File: src/rtl/button_debouncer_pkg.sv
// -----------------------------------------------------------------------------
// button_debouncer_pkg
// Shared definitions for the pushbutton conditioner:
//   - deb_state_e           : per-channel debounce FSM state encoding
//   - DEFAULT_STABLE_CYCLES : stability window for the 50 MHz board clock (20 ms)
// -----------------------------------------------------------------------------
package button_debouncer_pkg;

  localparam int DEFAULT_STABLE_CYCLES = 1000000;

  typedef enum logic [1:0] {
    ST_IDLE     = 2'b00,
    ST_DEB_DOWN = 2'b01,
    ST_HELD     = 2'b10,
    ST_DEB_UP   = 2'b11
  } deb_state_e;

endpackage : button_debouncer_pkg

File: src/rtl/button_debouncer_channel.sv
// -----------------------------------------------------------------------------
// debounce_channel
// Single pushbutton channel: 2-flop synchroniser, 4-state debounce FSM with a
// stability counter, and registered level / press / release outputs.
// Ports:
//   clk_i       : system clock, rising edge
//   rst_ni      : asynchronous active-low reset
//   btn_raw_i   : raw asynchronous bouncy button, active-high
//   level_o     : debounced level
//   press_o     : one-cycle pulse when level_o rises
//   release_o   : one-cycle pulse when level_o falls
// -----------------------------------------------------------------------------
module debounce_channel
  import button_debouncer_pkg::*;
#(
  parameter int STABLE_CYCLES = DEFAULT_STABLE_CYCLES,
  parameter int CW            = $clog2(STABLE_CYCLES)
) (
  input  logic clk_i,
  input  logic rst_ni,
  input  logic btn_raw_i,
  output logic level_o,
  output logic press_o,
  output logic release_o
);

  localparam logic [CW-1:0] CNT_MAX = CW'(STABLE_CYCLES - 1);

  logic          sync1_q;
  logic          sync2_q;
  deb_state_e    state_q, state_d;
  logic [CW-1:0] cnt_q, cnt_d;
  logic          level_q, level_d;
  logic          press_q, press_d;
  logic          release_q, release_d;

  // Two-flop synchroniser bringing the raw button into the clock domain.
  always_ff @(posedge clk_i or negedge rst_ni) begin
    if (!rst_ni) begin
      sync1_q <= 1'b0;
      sync2_q <= 1'b0;
    end else begin
      sync1_q <= btn_raw_i;
      sync2_q <= sync1_q;
    end
  end

  // Debounce FSM: next state, counter and output values.
  always_comb begin
    state_d   = state_q;
    cnt_d     = cnt_q;
    level_d   = level_q;
    press_d   = 1'b0;
    release_d = 1'b0;
    case (state_q)
      ST_IDLE: begin
        level_d = 1'b0;
        if (sync2_q) begin
          state_d = ST_DEB_DOWN;
          cnt_d   = '0;
        end else begin
          state_d = ST_IDLE;
        end
      end
      ST_DEB_DOWN: begin
        if (!sync2_q) begin
          // Bounce: fall back silently, level was never changed.
          state_d = ST_IDLE;
          cnt_d   = '0;
        end else if (cnt_q == CNT_MAX) begin
          state_d = ST_HELD;
          cnt_d   = '0;
          level_d = 1'b1;
          press_d = 1'b1;
        end else begin
          cnt_d = cnt_q + CW'(1);
        end
      end
      ST_HELD: begin
        level_d = 1'b1;
        if (!sync2_q) begin
          state_d = ST_DEB_UP;
          cnt_d   = '0;
        end else begin
          state_d = ST_HELD;
        end
      end
      ST_DEB_UP: begin
        if (sync2_q) begin
          state_d = ST_HELD;
          cnt_d   = '0;
        end else if (cnt_q == CNT_MAX) begin
          state_d   = ST_IDLE;
          cnt_d     = '0;
          level_d   = 1'b0;
          release_d = 1'b1;
        end else begin
          cnt_d = cnt_q + CW'(1);
        end
      end
      default: begin
        state_d = ST_IDLE;
        cnt_d   = '0;
        level_d = 1'b0;
      end
    endcase
  end

  // State, counter and registered outputs.
  always_ff @(posedge clk_i or negedge rst_ni) begin
    if (!rst_ni) begin
      state_q   <= ST_IDLE;
      cnt_q     <= '0;
      level_q   <= 1'b0;
      press_q   <= 1'b0;
      release_q <= 1'b0;
    end else begin
      state_q   <= state_d;
      cnt_q     <= cnt_d;
      level_q   <= level_d;
      press_q   <= press_d;
      release_q <= release_d;
    end
  end

  assign level_o   = level_q;
  assign press_o   = press_q;
  assign release_o = release_q;

endmodule : debounce_channel

File: src/rtl/button_debouncer.sv
// -----------------------------------------------------------------------------
// button_debouncer
// N independent pushbutton conditioners (one debounce_channel per bit).
// Ports:
//   clock       : system clock, rising edge
//   reset       : asynchronous active-low reset
//   btn_raw     : N raw asynchronous bouncy buttons, active-high
//   btn_level   : N debounced levels
//   btn_press   : N one-cycle pulses on accepted rising level
//   btn_release : N one-cycle pulses on accepted falling level
// -----------------------------------------------------------------------------
module button_debouncer
  import button_debouncer_pkg::*;
#(
  parameter int N             = 4,
  parameter int STABLE_CYCLES = DEFAULT_STABLE_CYCLES,
  parameter int CW            = $clog2(STABLE_CYCLES)
) (
  input  logic         clock,
  input  logic         reset,
  input  logic [N-1:0] btn_raw,
  output logic [N-1:0] btn_level,
  output logic [N-1:0] btn_press,
  output logic [N-1:0] btn_release
);

  for (genvar g = 0; g < N; g++) begin : g_ch
    debounce_channel #(
      .STABLE_CYCLES(STABLE_CYCLES),
      .CW           (CW)
    ) u_ch (
      .clk_i    (clock),
      .rst_ni   (reset),
      .btn_raw_i(btn_raw[g]),
      .level_o  (btn_level[g]),
      .press_o  (btn_press[g]),
      .release_o(btn_release[g])
    );
  end

endmodule : button_debouncer

File: config.mk
export PLATFORM = sky130hd
export DESIGN_NAME = button_debouncer
export DESIGN_NICKNAME = d
export VERILOG_FILES = /design/src/rtl/button_debouncer_pkg.sv /design/src/rtl/button_debouncer_channel.sv /design/src/rtl/button_debouncer.sv
export SDC_FILE = /design/constraint.sdc
export NUM_CORES = 1
export LEC_CHECK = 0
export CAP_MARGIN = 20
export CORE_MARGIN = 3
export CORE_UTILIZATION = 60
export CTS_CLUSTER_DIAMETER = 40
export DETAILED_ROUTE_END_ITERATION = 6
export PLACE_DENSITY_LB_ADDON = 0.12
export SYNTH_ARGS = -nofsm -noshare
export SYNTH_HDL_FRONTEND = slang
export SYNTH_HIERARCHICAL = 1
export SYNTH_SLANG_ARGS = --single-unit
File: constraint.sdc
create_clock -name clock -period 2.8 [get_ports clock]
set_input_delay 0.56 -clock clock [delete_from_list [all_inputs] [get_ports clock]]
set_output_delay 0.56 -clock clock [all_outputs]
set_load 0.1 [all_outputs]
==> flow_summary.yaml, run 1 <==
placed_design:
  portBuffers: 17
  place_congestion: 0.8799
  hpwl_um: 9101
detailed_routing:
  drt_iter0_drc: 413
  drc: 0
  wl_per_cell_um: 16.05
  ant_nets: 0
  drt_wl_total_um: 13440
  vias: 5270
  drtPass1Iterations: 5
  viasPerCell: 6.296
worst_setup_path:
  slowest_stage: "or3_2"
  crit_buf_inv: 1
  critPathRequiredTime_ns: 3.10
  cp.arrival_ns: 2.46
  path_depth: 7
  crit_family: "simple AND/OR/NAND/NOR gates"
  reg2reg_depth: 7
  crit_chain: "inv_1 -> ha_1 -> mux2_4 -> nor2_4 -> a21bo_4 -> or3_2 -> o21ai_0"
  worstPathMaxFanout: 17
  max_stage_delay_ns: 0.46
  rrSetupSlack_ns: 0.64
  path_class: "flop to flop"
  crit_path_end_kind: "flop"
  cp-start-kind: "flop"
synthesis:
  syn-num-nets: 720
  synth_cell_types: 66
  synth_cells: 690
  syn_area_mm2: 0.006528
  synthMuxAreaShare: 0.03393
  synthXorXnorAreaFrac: 0
  synth.ff_latch_count: 108
  synth.yosys.warnings: 6
  synth_edf_count: 0
  synthFlopType: "dfrtp_1"
  syn_area_per_cell_um2: 9.460
  synth_compound_area_frac: 0.1980
  synthAdderAreaFrac: 0.04600
  seq_area_frac_synth: 0.4140
  ys_async_sr_fraction: 1.000
  synth_top_family_by_area: "simple AND/OR/NAND/NOR gates"
  synth-simple-area-share: 0.2473
sta:
  finalSetupTns_ns: 0
  holdWs_ns: 0.1728
  tightest_slew_ns: 0.6961
  slew_viol_final: 0
  hold_viol_final: 0
  rsz0062_at_grt: "false"
  setup_viol: 0
  fin_worst_skew_ns: 0.01228
  fin_crit_ns: 2.160
  post-route-period-util: 0.7716
  fmax_ghz: 0.4629
  maxSlewHeadroom: 0.5359
layout:
  fill_cells: 862
  areaGrowthSynthToFinish_pct: 4.811
  nNetsFinal: 726
  antennaDiodeCount: 0
  drive_gt1_frac: 0.1113
cts:
  ctsHoldBuffers: 0
  cts.repair.resized: 0
  cts_tree: "yes"
  h-tree-depth: 3
  path_clk_slew_ns: 0.10
  post_cts_buffers: 0
  cts_made_buffers: 9
  clock_latency_ns: 0.39
  clkSinkCount: 108
  clk_path_buf_depth: 2
  root_buffer: "clkbuf_8"
floorplan:
  initial_utilization: 0.6239
  die_height_um: 110.3
  placementRows: 37
  die_w_um: 110.3
  die-area_mm2: 0.01217
  io-pin-count: 18
  core_mm2: 0.01046
global_routing:
  antenna_found_initial: 0
  grt_pass1_vias: 5211
  grt_start_max_net_pins: 64
  grt_pass1_wl_um: 23560
  globalRouteTotalUtil: 0.2404
  gr-total-overflow: 0
power_and_ir_drop:
  power_w: 0.004864
  power_density_mw_per_mm2: 710.9
  p_leak_nw: 2.888
  irDropWorstVdd_uv: 558.7
flow_run:
  cap_violations: 0
worst_hold_path:
  hold_path_class: "input pin to asynchronous set/reset pin"
status:
  status: "finished clean"
==> worst paths after layout <==
check                                               to               startpoint
worst max-delay path            g_ch[0].u_ch/cnt_q[15]  g_ch[0].u_ch/state_q[0]
worst min-delay path            g_ch[2].u_ch/cnt_q[11]                    reset
worst max register to register  g_ch[0].u_ch/cnt_q[15]  g_ch[0].u_ch/state_q[0]
worst min register to register    g_ch[1].u_ch/sync2_q     g_ch[1].u_ch/sync1_q
max in group asynchronous        g_ch[3].u_ch/cnt_q[4]                    reset
min in group clock                g_ch[1].u_ch/sync2_q     g_ch[1].u_ch/sync1_q
==> where the power goes <==
part           internal, W  switching [W]
logic             0.000648        0.00133
registers          0.00168       0.000122
clock network     0.000532       0.000550
==> cell families after synthesis <==
group | count (synthesis)
AOI/OAI and AO/OA | 197
buffers and inverters | 64
DFF | 108
muxes | 20
and+or+nand+nor | 277
adders and majority gates | 24
==> per-stage QoR <==
stage | cell area, um^2 | worst slack [ns] | cells | util
global placement | 6616 | 0.7478 | 821 | 0.6324
finish | 6842 | 0.6395 | 837 | 0.6539
global route | 6842 | 0.3314 | 837 | 0.6539
floorplan | 6528 | 0.8886 | 690 | -
CTS | 6842 | 0.6361 | 837 | 0.6539
detailed placement | 6616 | 0.6577 | 821 | 0.6324
==> synthesized netlist by cell type (10+ instances only) <==
master | instances | share of area
and3_1 | 19 | 0.018
dfrtp_1 | 108 | 0.41
buf_6 | 12 | 0.021
inv_1 | 40 | 0.023
a21oi_1 | 38 | 0.029
or3_1 | 27 | 0.026
o21ai_0 | 65 | 0.050
nor2_1 | 30 | 0.017
nand2_1 | 60 | 0.035
and4_1 | 10 | 0.013
nor3_1 | 11 | 0.0084
a21o_1 | 11 | 0.013
ha_1 | 24 | 0.046
mux2i_1 | 12 | 0.018
a31oi_1 | 17 | 0.016
nand3_1 | 49 | 0.038
nor3b_1 | 15 | 0.017
==> sequential cells by signal, indices dropped and copies added, names as in the netlist, named ones only <==
name                 flops
g_ch.u_ch/cnt_q         80
g_ch.u_ch/level_o        4
g_ch.u_ch/press_o        4
g_ch.u_ch/release_o      4
g_ch.u_ch/state_q        4
g_ch.u_ch/sync1_q        4
g_ch.u_ch/sync2_q        4
==> per-layer routing <==
metal,vias up,global-route usage,wire (um)
li1,2573,-,-
met1,2566,0.3198,6226
met2,114,0.3873,6491
met3,17,0.05067,539
met4,0,0.09147,180
met5,-,0,0
==> worst register-to-register path, delay by kind of cell, from the launching register on <==
family          cells  cell delay (ns)
fa+ha+maj           1             0.24
mux                 1             0.36
simple gates        2             0.60
flops               1             0.40
buf+inv             1             0.12
compound gates      2             0.36
==> layout make-up <==
class / count / area (um^2) / area share
clock inverters: 5 / 83.83 / 0.01225
well taps: 136 / 170.2 / 0.02487
inverters: 40 / 150.1 / 0.02195
clock buffers: 11 / 141.4 / 0.02067
flip-flops and latches: 108 / 2703 / 0.3950
multi-input cells: 518 / 3428 / 0.5011
repair buffers: 19 / 165.2 / 0.02414
==> layout by cell type (no fill, tap or decap), types with 19 or more instances in the layout <==
cell     count
o21ai_0     65
and3_1      19
ha_1        24
nor2_1      30
or3_1       27
nand3_1     49
inv_1       40
dfrtp_1    108
a21oi_1     38
nand2_1     60
(Power assumes the default switching activity.)
==> inputs of run 2 (changes only) <==
==> constraint.sdc (replaced) <==
create_clock -name clock -period 2.25 [get_ports clock]
set_input_delay 0.45 -clock clock [delete_from_list [all_inputs] [get_ports clock]]
set_output_delay 0.45 -clock clock [all_outputs]
set_load 0.1 [all_outputs]
==> run 2 against run 1 <==
Net effect:
- final area grew 0.73%
- largest cell class unchanged
- register-to-register slack lost 0.46 ns
- sequential share of layout area shrank 0.29 points
- critical path depth is the same
- highest routed layer unchanged
- global-route usage grew 0.21 points
- maximum frequency grew 4.3%
- clock power grew 8%
==> flow_summary.yaml, run 2 (same netlist as run 1, synthesis figures left out) <==
cts:
  root_buffer: "clkbuf_8"
  cts_made_buffers: 9
  clk_path_buf_depth: 2
  cts.repair.resized: 0
  path_clk_slew_ns: 0.10
  post_cts_buffers: 0
  cts_tree: "yes"
  clkSinkCount: 108
  clock_latency_ns: 0.38
  ctsHoldBuffers: 0
  h-tree-depth: 3
floorplan:
  die_height_um: 110.3
  die-area_mm2: 0.01217
  placementRows: 37
  io-pin-count: 18
  die_w_um: 110.3
  core_mm2: 0.01046
  initial_utilization: 0.6239
placed_design:
  portBuffers: 17
  hpwl_um: 9360
  placedCellCount: 833
  place_congestion: 0.8516
power_and_ir_drop:
  p_comb_frac: 0.429
  p_clk_frac: 0.196
  p_leak_nw: 2.927
  p_sw_w: 0.002496
  irDropWorstVdd_uv: 735.4
  p_int_w: 0.003486
  seqPwrFrac: 0.375
  switching_share: 0.4172
  power_density_mw_per_mm2: 868.0
detailed_routing:
  wl_per_cell_um: 15.97
  drt_wl_total_um: 13560
  drc: 0
  ant_nets: 0
  drtPass1Iterations: 5
  vias: 5311
  drt_iter0_drc: 439
  viasPerCell: 6.256
worst_setup_path:
  worstPathMaxFanout: 13
  crit_start: "g_ch[0].u_ch/state_q[0]"
  path_class: "flop to flop"
  critPathRequiredTime_ns: 2.55
  r2r_start: "g_ch[0].u_ch/state_q[0]"
  crit_path_end_kind: "flop"
  slowest_stage: "or3_2"
  cp-start-kind: "flop"
  crit_chain: "inv_1 -> ha_1 -> mux2_4 -> nor2_4 -> a21bo_4 -> or3_2 -> o21ai_0"
  max_stage_delay_ns: 0.45
  cp.arrival_ns: 2.37
sta:
  tightest_slew_ns: 0.7052
  finalSetupTns_ns: 0
  fin_crit_ns: 2.072
  fin_worst_skew_ns: 0.01263
  setup_viol: 0
  slew_viol_final: 0
  maxSlewHeadroom: 0.5299
  holdWs_ns: 0.03792
  hold_viol_final: 0
  fmax_ghz: 0.4827
  rsz0062_at_grt: "false"
  post-route-period-util: 0.9208
global_routing:
  globalRouteTotalUtil: 0.2425
  antenna_found_initial: 0
  grt_start_max_net_pins: 41
  grt_pass1_wl_um: 23590
  gr-total-overflow: 0
  grt_pass1_vias: 5030
layout:
  antennaDiodeCount: 0
  nNetsFinal: 738
  final_common_cell: "dfrtp_1"
  final_cell_mix: "108 x dfrtp_1, 65 x o21ai_0, 60 x nand2_1"
  drive_gt1_frac: 0.1234
  areaGrowthSynthToFinish_pct: 5.578
  instances_no_fill: 849
  largest_reg_flops: 80
  largest-register: "g_ch.u_ch/cnt_q"
flow_run:
  cap_violations: 0
status:
  status: "finished clean"
worst_hold_path:
  hold_path_class: "input pin to asynchronous set/reset pin"
run 2: changes by cell type in the layout (fill, tap and decap cells not counted):
cell / previous run / this run
clkbuf_8: 10 / 9
clkbuf_1: 1 / 3
bufinv_16: 2 / 1
buf_4: 14 / 26
inv_6: 1 / 0
clkinv_2: 0 / 1
run 2: final timing paths:
check,slack [ns],cells past startpoint,to
max,0.18,7,g_ch[0].u_ch/cnt_q[15]
min,0.04,1,g_ch[2].u_ch/cnt_q[11]
max reg2reg,0.18,7,g_ch[0].u_ch/cnt_q[15]
min reg2reg,0.36,0,g_ch[1].u_ch/sync2_q
max in group asynchronous,1.54,2,g_ch[2].u_ch/cnt_q[15]
min in group clock,0.36,0,g_ch[1].u_ch/sync2_q
run 2: worst max-delay path, delay by kind of cell, from the launching register on:
kind | cells | cell delay (ns)
AND/OR/NAND/NOR | 2 | 0.57
adder cells (fa/ha/maj) | 1 | 0.24
flip-flops | 1 | 0.41
AO/OA/AOI/OAI | 2 | 0.37
buffers and inverters | 1 | 0.12
multiplexers | 1 | 0.28
run 2: power by group through the flow:
stage | clock network [W] | logic [W] | registers [W]
global route | 0.00129 | 0.00289 | 0.00227
CTS | 0.00122 | 0.00257 | 0.00224
global placement | 0 | 0.00247 | 0.00227
detailed placement | 0 | 0.00255 | 0.00228
finish | 0.00117 | 0.00256 | 0.00224
floorplan | 0 | 0.00179 | 0.00251
run 2: metal layers:
layer | global-route usage | share of wire | vias to the layer above | wire length [um]
met2 | 0.3956 | 0.48 | 122 | 6524
li1 | - | - | 2590 | -
met4 | 0.08707 | 0.0089 | 0 | 121
met5 | 0 | 0 | - | 0
met3 | 0.04193 | 0.039 | 12 | 523
met1 | 0.3268 | 0.47 | 2587 | 6387
run 2: area by class of cell:
type | instances | area, um^2
Timing Repair Buffer | 31 | 255.2
Sequential cell | 108 | 2703
Fill cell | 859 | 3571
Multi-Input combinational cell | 518 | 3428
Tap cell | 136 | 170.2
Inverter | 40 | 150.1
Clock buffer | 12 | 135.1
Clock inverter | 4 | 50.05
run 2: metrics by stage:
stage	total power (W)	utilization	setup WS (ns)	area (um^2)
3_3_place_gp	0.004734	0.6410	0.2910	6706
5_1_grt	0.006440	0.6587	0.03582	6892
3_5_place_dp	0.004828	0.6410	0.2203	6706
2_1_floorplan	0.004296	-	0.3386	6528
4_1_cts	0.006028	0.6587	0.1778	6892
6_report	0.005982	0.6587	0.1781	6892
==> inputs of run 3 (changes only) <==
--- a/config.mk
+++ b/config.mk
@@ -6,11 +6,13 @@
 export NUM_CORES = 1
 export LEC_CHECK = 0
 export CAP_MARGIN = 20
+export CORE_ASPECT_RATIO = 0.5
 export CORE_MARGIN = 3
-export CORE_UTILIZATION = 60
+export CORE_UTILIZATION = 56
 export CTS_CLUSTER_DIAMETER = 40
 export DETAILED_ROUTE_END_ITERATION = 6
 export PLACE_DENSITY_LB_ADDON = 0.12
+export SKIP_CTS_REPAIR_TIMING = 1
 export SYNTH_ARGS = -nofsm -noshare
 export SYNTH_HDL_FRONTEND = slang
 export SYNTH_HIERARCHICAL = 1
==> constraint.sdc (replaced) <==
create_clock -name clock -period 1.81 [get_ports clock]
set_input_delay 0.362 -clock clock [delete_from_list [all_inputs] [get_ports clock]]
set_output_delay 0.362 -clock clock [all_outputs]
set_load 0.1 [all_outputs]
==> run 3 against run 2 <==
Net effect:
- the flow now finishes with violations (negative setup slack)
- hold slack improved by 0.31 ns
- routed wire length increased by 17%
- sequential share of layout area decreased by 7.1 points
- final cell count increased by 16%
- final area increased by 22%
- critical path depth increased by 1
- via count increased by 8.9%
- sequential cell count unchanged
- clock skew decreased by 0.0044 ns
- clock power increased by 70%
- clock-buffer cell count unchanged
- critical endpoint is now g_ch[1].u_ch/cnt_q[8]
==> flow_summary.yaml, run 3 (same netlist as run 1, synthesis figures left out) <==
power_and_ir_drop:
  p_leak_nw: 3.616
  power_density_mw_per_mm2: 1100
  irDropWorstVdd_uv: 1125
  power_w: 0.009280
floorplan:
  initial_utilization: 0.5838
  die-area_mm2: 0.01307
  placementRows: 27
  io-pin-count: 18
  core_mm2: 0.01118
  die_height_um: 82.34
  die_w_um: 158.7
cts:
  path_clk_slew_ns: 0.07
  clkSinkCount: 108
  root_buffer: "clkbuf_16"
  h-tree-depth: 3
  clk_path_buf_depth: 2
  cts_made_buffers: 9
  clock_latency_ns: 0.35
  cts_tree: "yes"
sta:
  fin_crit_ns: 1.883
  fmax_ghz: 0.5309
  tightest_slew_ns: 0.5003
  slew_viol_final: 0
  maxSlewHeadroom: 0.6569
  finalSetupTns_ns: -0.4687
  final.setup.worst_slack_ns: -0.07344
  setup_viol: 15
  fin_worst_skew_ns: 0.008197
  post-route-period-util: 1.041
  rsz0062_at_grt: "true"
  hold_viol_final: 0
global_routing:
  grt_start_max_net_pins: 46
  globalRoute.busiestLayer: "met2"
  gr-total-overflow: 0
  grt_pass1_wl_um: 24940
  use_met1: 0.3079
  met2_usage: 0.4017
  antenna_found_initial: 0
  grt_pass1_vias: 5393
  use_met3: 0.05778
  globalRouteTotalUtil: 0.2374
worst_setup_path:
  cp.arrival_ns: 2.17
  path_class: "flop to flop"
  slowest_stage: "dfrtp_1"
  cp-start-kind: "flop"
  crit_path_end_kind: "flop"
  crit_chain: "inv_2 -> ha_4 -> mux2_4 -> nor2_4 -> a21bo_4 -> buf_6 -> or3_1 -> o21ai_1"
  critPathRequiredTime_ns: 2.09
  max_stage_delay_ns: 0.41
  worstPathMaxFanout: 5
placed_design:
  place_congestion: 0.9462
  hpwl_um: 10550
  portBuffers: 17
layout:
  antennaDiodeCount: 0
  fill_cells: 763
  largest-register: "g_ch.u_ch/cnt_q"
  final_common_cell: "buf_4"
  multiInputGateArea_mm2: 0.003820
  drive_gt1_frac: 0.3131
  seq_area_mm2: 0.002709
  largest_reg_flops: 80
  nNetsFinal: 850
  areaGrowthSynthToFinish_pct: 29.25
  final_cell_mix: "114 x buf_4, 103 x dfrtp_1, 60 x nand2_1"
detailed_routing:
  drtPass1Iterations: 5
  drt_wl_total_um: 15860
  wl_per_cell_um: 16.14
  ant_nets: 0
  vias: 5785
  drt_iter0_drc: 387
  drc: 0
  viasPerCell: 5.885
flow_run:
  cap_violations: 0
status:
  status: "finished with violations"
  violations: "negative setup slack"
worst_hold_path:
  hold_path_class: "flop to flop"
-- run 3: final timing paths --
check                                   startpoint                          to  slack [ns]  depth (start not counted)
max                        g_ch[1].u_ch/state_q[0]       g_ch[1].u_ch/cnt_q[8]       -0.07                          8
max in group asynchronous                    reset  asynchronous set/reset pin        0.76                          3
min                           g_ch[1].u_ch/sync1_q        g_ch[1].u_ch/sync2_q        0.35                          0
max reg2reg                g_ch[1].u_ch/state_q[0]       g_ch[1].u_ch/cnt_q[8]       -0.07                          8
min reg2reg                   g_ch[1].u_ch/sync1_q        g_ch[1].u_ch/sync2_q        0.35                          0
min in group asynchronous                    reset      g_ch[2].u_ch/cnt_q[13]        0.47                          2
-- run 3: critical path: cells and delay by family (launching register included) --
kind            cells  cell delay, ns
compound gates      2            0.35
buf+inv             2            0.21
flops               1            0.41
simple gates        2            0.40
mux                 1            0.29
fa+ha+maj           1            0.16
-- run 3: cell type report --
cell class                 instances  area share
clock buffer                      12     0.02922
clock inverter                     3    0.005635
inverter                          40     0.01809
multi-input combinational        522      0.4528
sequential                       108      0.3211
tap                              159     0.02358
timing repair buffer             139      0.1496
-- run 3: per-stage QoR --
stage / utilization / hold slack, ns / cell area, um^2 / setup WS [ns] / instances
after floorplan: - / 0.06641 / 6603 / -0.02397 / 690
after global placement: 0.6874 / 0.3016 / 7686 / -0.05335 / 951
after detailed placement: 0.6874 / 0.3077 / 7686 / -0.1322 / 951
after CTS: 0.7137 / -0.07954 / 7980 / -0.1456 / 966
after global routing: 0.7545 / 0.3566 / 8437 / -0.1512 / 983
final: 0.7545 / 0.3482 / 8437 / -0.07344 / 983
-- run 3: report_power, final --
part	switching [W]	internal, W	total [W]
combinational	0.00248	0.00196	0.00444
sequential	0.000242	0.00262	0.00286
clock	0.000876	0.00111	0.00199
-- run 3: routing by layer --
| layer | wire length [um] | part of all wire |
|---|---|---|
| met1 | 7146 | 0.45 |
| met5 | 0 | 0 |
| met2 | 7895 | 0.50 |
| met4 | 182 | 0.011 |
| met3 | 638 | 0.040 |
